==> src/rtl/tdm_demux8.sv <==
// Registered 1-to-8 TDM demultiplexer: collects framed serial bits into a shadow
// word and publishes it on out_word only when all slots of a frame have arrived.

module tdm_slot_cell (
    input  logic clk,
    input  logic rst_n,
    input  logic wr_en,
    input  logic d,
    output logic q
);
    always_ff @(posedge clk or negedge rst_n) begin
        if (!rst_n)     q <= 1'b0;
        else if (wr_en) q <= d;
    end
endmodule

module tdm_demux8 #(
    parameter int N_CH  = 8,
    parameter int SEL_W = 3
) (
    input  logic             clk,
    input  logic             rst_n,
    input  logic             in_bit,
    input  logic             in_valid,
    input  logic             frame_start,
    output logic [N_CH-1:0]  out_word,
    output logic             out_valid,
    output logic [SEL_W-1:0] sel,
    output logic             busy,
    output logic             frame_err,
    output logic [7:0]       frame_cnt
);
    typedef enum logic {IDLE, COLLECT} state_t;

    state_t          state;
    logic [N_CH-1:0] shadow;
    logic [N_CH-1:0] slot_wr;
    logic            take_start;
    logic            take_data;
    logic            last_slot;

    assign take_start = in_valid && frame_start;
    assign take_data  = in_valid && !frame_start && (state == COLLECT);
    assign last_slot  = take_data && (sel == SEL_W'(N_CH - 1));

    // A frame_start always lands in slot 0, whether it opens or restarts a frame.
    always_comb begin
        slot_wr = '0;
        if (take_start)
            slot_wr[0] = 1'b1;
        else if (take_data)
            slot_wr[sel] = 1'b1;
    end

    genvar k;
    generate
        for (k = 0; k < N_CH; k++) begin : g_slot
            tdm_slot_cell u_cell (
                .clk   (clk),
                .rst_n (rst_n),
                .wr_en (slot_wr[k]),
                .d     (in_bit),
                .q     (shadow[k])
            );
        end
    endgenerate

    always_ff @(posedge clk or negedge rst_n) begin
        if (!rst_n) begin
            state     <= IDLE;
            out_word  <= '0;
            out_valid <= 1'b0;
            sel       <= '0;
            busy      <= 1'b0;
            frame_err <= 1'b0;
            frame_cnt <= '0;
        end else begin
            out_valid <= 1'b0;
            frame_err <= 1'b0;
            case (state)
                IDLE: begin
                    if (take_start) begin
                        state <= COLLECT;
                        busy  <= 1'b1;
                        sel   <= SEL_W'(1);
                    end
                end
                COLLECT: begin
                    if (take_start) begin
                        frame_err <= 1'b1;
                        sel       <= SEL_W'(1);
                    end else if (last_slot) begin
                        // The final bit bypasses the shadow so the word is out one edge sooner.
                        out_word  <= {in_bit, shadow[N_CH-2:0]};
                        out_valid <= 1'b1;
                        frame_cnt <= frame_cnt + 8'd1;
                        sel       <= '0;
                        state     <= IDLE;
                        busy      <= 1'b0;
                    end else if (take_data) begin
                        sel <= sel + SEL_W'(1);
                    end
                end
                default: begin
                    state <= IDLE;
                    busy  <= 1'b0;
                    sel   <= '0;
                end
            endcase
        end
    end
endmodule

==> config.mk <==
export PLATFORM = sky130hd
export DESIGN_NAME = tdm_demux8
export DESIGN_NICKNAME = d
export VERILOG_FILES = /design/src/rtl/tdm_demux8.sv
export SDC_FILE = /design/constraint.sdc
export NUM_CORES = 1
export LEC_CHECK = 0
export ABC_AREA = 0
export CORE_MARGIN = 5
export CORE_UTILIZATION = 45
export CTS_CLUSTER_SIZE = 30
export DETAILED_ROUTE_END_ITERATION = 10
export GPL_ROUTABILITY_DRIVEN = 0
export PLACE_DENSITY = 0.71
export RECOVER_POWER = 25
export SYNTH_ARGS = -nofsm -noshare
export SYNTH_HDL_FRONTEND = slang
export SYNTH_SLANG_ARGS = --single-unit
==> constraint.sdc <==
create_clock -name clk -period 1.8 [get_ports clk]
set_input_delay 0.27 -clock clk [delete_from_list [all_inputs] [get_ports clk]]
set_output_delay 0.27 -clock clk [all_outputs]
set_load 0.01 [all_outputs]
==> results of run 1 <==
## layer usage
layer,global-route usage [%],part of all wire [%],vias up
li1,-,-,488
met4,6.870,2.0,0
met5,0,0,-
met2,22.89,48,23
met1,15.13,44,481
met3,5.079,5.7,7
## synth_stat cells
cell type   n  share of area (%)
nor2_1      2               0.57
nor3_1      5                1.9
nor4_2      1               0.94
buf_6       1               0.85
nor3b_1     1               0.57
nand3_1     6                2.3
nand2_1    34                9.6
nand4_1     1               0.47
a22o_2      1               0.76
inv_1       5                1.4
buf_4       1               0.57
o21ai_0     2               0.76
o22ai_1     2               0.94
ha_1        3                2.8
and3b_1     1               0.66
a22oi_1     2                1.1
dfrtp_1    30                 57
xor2_1      3                2.0
and4bb_2    1               0.94
nand4b_4    1                1.8
and3_2      1               0.57
nand4b_1    1               0.66
nor4b_1     1               0.66
a21oi_1     2               0.76
buf_2       3                1.1
xnor2_1     4                2.6
mux2_2      7                5.9
## registers in the layout, summed over array words and instances (netlist names)
register and count:
frame_cnt 8, busy 1, out_valid 1, out_word 8, sel 3, state 1
g_slot.u_cell.q 7, frame_err 1
## worst min-delay path by stage
stage,end,slack [ns],cells past startpoint
2_1_floorplan,busy$_DFFE_PN0P_,-0.03,0
3_3_place_gp,out_word[0]$_DFFE_PN0P_,0.45,2
3_5_place_dp,out_word[6]$_DFFE_PN0P_,0.45,2
4_1_cts,frame_cnt[5]$_DFFE_PN0P_,0.32,2
5_1_grt,frame_cnt[7]$_DFFE_PN0P_,0.48,1
6_report,frame_cnt[7]$_DFFE_PN0P_,0.47,1
## layout make-up
class | instances | area share, %
flip-flops and latches | 30 | 43.96
multi-input cells | 82 | 30.55
repair buffers | 34 | 18.61
clock buffers | 7 | 3.223
well taps | 31 | 2.271
inverters | 5 | 1.099
clock inverters | 1 | 0.2930
## worst max-delay path, stage by stage, from the launching register on
cell	delay, ns
dfrtp_1	0.36
buf_4	0.16
clkdlybuf4s50_1	0.55
## report_power, final
part	internal, mW	switching, mW	leakage [nW]
registers	0.787	0.0686	0.393
logic	0.220	0.173	0.400
clock network	0.189	0.226	0.0353
total	1.20	0.467	0.828
## cells in the final DEF, fill, tap and decap left out, types with 2 or more instances in the layout
cell type and instances:
mux2_2 7, xnor2_1 4, a22oi_1 2, ha_1 3, nor3_1 5, buf_4 7, nor2_1 2, a21oi_1 2
nand2_1 34, clkbuf_4 5, nand3_1 6, dfrtp_1 30, o21ai_0 2, o22ai_1 2, inv_1 5, clkdlybuf4s50_1 25
xor2_1 3
## cells by family after synthesis
kind of cell,Yosys count
mux,7
fa+ha+maj,3
flops,30
buf+inv,10
xor+xnor,7
simple gates,56
compound gates,9
## per-stage QoR
stage	std cells	power, mW	hold WS [ns]
detailed placement	182	1.268	0.4502
global placement	182	1.253	0.4518
finish	190	1.663	0.4706
global route	190	1.778	0.4812
CTS	190	1.688	0.3164
floorplan	122	1.060	-0.02559
==> reports/qor.txt, run 1 <==
CTS H-Tree Depth - 2
first-pass GRT wire length - 4395 um
largest family of logic cells by synthesized area - simple AND/OR/NAND/NOR gates
Peak VDD IR - 0.7031 mV
Worst EP arrival - 1.38 ns
Final Util - 61.40%
post-DP HPWL - 1858 um
Seq. cell area - 750.7 um2
dpl ws - 0.02649 ns
io pins - 27
layout cells sized above 1 - 16.98%
post-synth cell types - 27
worst slew pin tran - 0.7148 ns
initial core utilization - 47.64%
remaining antenna violation count after routing - 0
Chip Width - 64.27 um
crit path to - sel[2]
unrepaired setup endpoints after global routing - false
maximum fanout along the worst path - 8
die area - 4130 um2
worst reg-to-reg path cell count - 5
Final min period - 1.651 ns
cts bufs inserted - 5
Initial DRC Count - 46
pin count of the biggest net entering global routing - 31
clock root buffer - clkbuf_4
gr usage total - 13.69%
simple-gate share of the synthesized area - 21.62%
Required @ worst endpoint - 1.53 ns
Die H - 64.27 um
Max Cap Viol - 0
Slew HR - 52.35%
wirelength, routed - 2563 um
clk_lat worst skew - 0.33 ns
clk_skew - 0.008094 ns
final setup vio count - 0
# clock sinks - 30
Post-Syn Nets - 130
fmax - 0.6056 GHz
vias after detailed routing - 999
Hold WC Path Type - reg -> reg
post-synthesis mux area share - 5.949%
placed inst area - 1650 um2
Clock Tree Buf Depth - 2
Filler cells - 236
worst reg2reg endpoint - frame_cnt[7]$_DFFE_PN0P_
vias in the first global route - 1001
crit path from - sel[2]$_DFFE_PN0P_
leak pwr - 0.8282 nW
Synth Area in Adders - 2.833%
nets - 166
port bufs - 26
fin. max-slew vios - 0
Syn Inst Count - 122
Syn. warnings - 0
Mapped Area - 1325 um2
Reg clk slew, reported paths - 0.10 ns
fin worst setup slack - 0.1487 ns
total negative setup slack - 0 ns
Final Hold Vio Count - 0
hold path startpoint - frame_cnt[7]$_DFFE_PN0P_
GR Overflow Total - 0
Synth Area in XOR/XNOR - 4.627%
post-CTS sizing - 0
Multi-input gate area - 521.8 um2
DRT Pass-1 Iters - 4
status - finished, final reports clean
Cell Rows - 19
diode count - 0
flops & latches, synth - 30
final instance area - 1708 um2
drt via density - 5.258
register-to-register setup slack - 0.24 ns
CP Capture Type - primary output
DRC - 0
critical path class - reg -> out
number of post-CTS setup repair buffers - 0
reg2reg start - sel[0]$_DFFE_PN0P_
compound-gate portion of the synthesized area - 4.344%
Core ar. - 2781 um2
CTS tree - yes
power per cell area - 973.8 nW/um2
drt wl/cell - 13.49 um
CTS Hold Bufs - 0
initial antenna violation count - 0
sequential cell area fraction in the yosys report - 56.66%
Avg Cell Area, Syn - 10.86 um2
period utilization - 91.74%
Area Overhead vs Synth - 28.90%
crit path launch type - register
Power figures use the tool's default switching activity.
==> run 2, diff against run 1 <==
--- a/config.mk
+++ b/config.mk
@@ -6,7 +6,7 @@
 export NUM_CORES = 1
 export LEC_CHECK = 0
 export ABC_AREA = 0
-export CORE_MARGIN = 5
+export CORE_MARGIN = 4
 export CORE_UTILIZATION = 45
 export CTS_CLUSTER_SIZE = 30
 export DETAILED_ROUTE_END_ITERATION = 10
==> reports/qor.txt, run 2 (synthesis results as in run 1) <==
status - finished, final reports clean
Die H - 62.27 um (-3.1%)
nets - 167 (+0.60%)
io pins - 27 (unchanged)
Slew HR - 51.77% (-0.57 points)
GR Overflow Total - 0 (unchanged)
clk_skew - 0.006623 ns (-0.001471 ns)
clock root buffer - clkbuf_4
layout cells sized above 1 - 16.35% (-0.63 points)
CTS Hold Bufs - 0 (unchanged)
diode count - 0 (unchanged)
Area Overhead vs Synth - 28.33%
power per cell area - 954.6 nW/um2 (-2.0%)
Max Cap Viol - 0 (unchanged)
commonest cells after routing, fill and taps aside - nand2_1, dfrtp_1, clkdlybuf4s50_1, buf_4, mux2_2
Core ar. - 2781 um2 (unchanged)
post-CTS sizing - 0 (unchanged)
CTS tree - yes
CP Capture Type - primary output
CTS H-Tree Depth - 2 (unchanged)
Cell Rows - 19 (unchanged)
fmax - 0.5981 GHz (-1.2%)
Filler cells - 249 (+5.5%)
Initial DRC Count - 11 (-76%)
most common cell after layout, fill and taps aside - nand2_1
leak pwr - 0.8224 nW (-0.70%)
drt via density - 5.142 (-2.2%)
Worst EP arrival - 1.40 ns (+0.02 ns)
crit path launch type - register
final setup vio count - 0 (unchanged)
DRC - 0 (unchanged)
# clock sinks - 30 (unchanged)
DRT Pass-1 Iters - 4 (unchanged)
maximum fanout along the worst path - 8 (unchanged)
post-DP HPWL - 1831 um (-1.4%)
number of post-CTS setup repair buffers - 0 (unchanged)
cts bufs inserted - 5 (unchanged)
leading registers by flop count - frame_cnt: 8 flops, out_word: 8 flops, g_slot.u_cell.q: 7 flops
first-pass GRT wire length - 4788 um (+8.9%)
pin count of the biggest net entering global routing - 31 (unchanged)
initial antenna violation count - 0 (unchanged)
critical path class - reg -> out
worst slew pin tran - 0.7234 ns (+0.008567 ns)
vias in the first global route - 1030 (+2.9%)
remaining antenna violation count after routing - 0 (unchanged)
fin. max-slew vios - 0 (unchanged)
Final Hold Vio Count - 0 (unchanged)
Peak VDD IR - 0.7195 mV (+2.3%)
Clock Tree Buf Depth - 2 (unchanged)
max incr delay on CP - 0.54 ns (about the same)
Final min period - 1.672 ns (+0.02057 ns)
Chip Width - 62.27 um (-3.1%)
Final Util - 61.13% (-0.27 points)
total negative setup slack - 0 ns (unchanged)
Reg clk slew, reported paths - 0.08 ns (-0.02 ns)
clk_lat worst skew - 0.33 ns (about the same)
die area - 3877 um2 (-6.1%)
initial core utilization - 47.64% (unchanged)
Crit-path slowest cell - clkdlybuf4s50_1
wirelength, routed - 2581 um (+0.70%)
Required @ worst endpoint - 1.53 ns (about the same)
crit-path cells - buf_4 -> clkdlybuf4s50_1
period utilization - 92.88% (+1.1 points)
vias after detailed routing - 977 (-2.2%)
Hold WC Path Type - reg -> reg
drt wl/cell - 13.58 um (+0.70%)
gr usage total - 15.24% (+1.6 points)
port bufs - 26 (unchanged)
unrepaired setup endpoints after global routing - false
run 2: cell types whose count changed in the layout (fill, tap and decap cells not counted):
cell	before	now
clkbuf_1	1	2
clkinv_2	1	0
clkbuf_8	1	0
buf_4	7	8
run 2: worst paths after layout:
path / from / end / depth (start not counted) / slack [ns]
min reg2reg: frame_cnt[7]$_DFFE_PN0P_ / frame_cnt[7]$_DFFE_PN0P_ / 1 / 0.47
min in group asynchronous: rst_n / frame_cnt[2]$_DFFE_PN0P_ / 2 / 0.52
max reg2reg: sel[0]$_DFFE_PN0P_ / frame_cnt[7]$_DFFE_PN0P_ / 5 / 0.27
max: sel[2]$_DFFE_PN0P_ / sel[2] / 2 / 0.13
max in group asynchronous: rst_n / g_slot[2].u_cell.q$_DFFE_PN0P_ / 2 / 0.82
min: frame_cnt[7]$_DFFE_PN0P_ / frame_cnt[7]$_DFFE_PN0P_ / 1 / 0.47
run 2: report_power, final:
group	leakage [nW]	internal, mW	switching, mW
registers	0.393	0.787	0.0740
clock network	0.0254	0.147	0.219
logic	0.404	0.220	0.176
run 2: per-layer routing:
metal	share of wire (%)	track usage, %	wire, um
met5	0	0	0
met4	1.5	5.570	39
met3	5.9	6.667	152
met2	47	24.35	1222
met1	45	18.13	1166
run 2: area by class of cell:
type	instances	area, um2	area share (%)
flip-flops and latches	30	750.7	44.15
multi-input cells	82	521.8	30.68
repair buffers	35	325.3	19.13
clock buffers	7	45.04	2.649
well taps	31	38.79	2.281
inverters	5	18.77	1.104
run 2: per-stage QoR:
stage / power (mW) / instances / setup WS, ns / hold WS (ns) / cell area [um2]
6_report: 1.623 / 190 / 0.1281 / 0.4730 / 1700
5_1_grt: 1.724 / 190 / 0.06911 / 0.4981 / 1700
4_1_cts: 1.639 / 190 / 0.1248 / 0.3346 / 1703
3_5_place_dp: 1.273 / 183 / 0.008854 / 0.4550 / 1658
3_3_place_gp: 1.254 / 183 / 0.06605 / 0.4510 / 1658
2_1_floorplan: 1.060 / 122 / 0.2352 / -0.02559 / 1325
run 2: worst max-delay path: cells and delay by family, from the launching register on:
family | cells | cell delay, ns
buffers and inverters | 2 | 0.70
flip-flops | 1 | 0.37
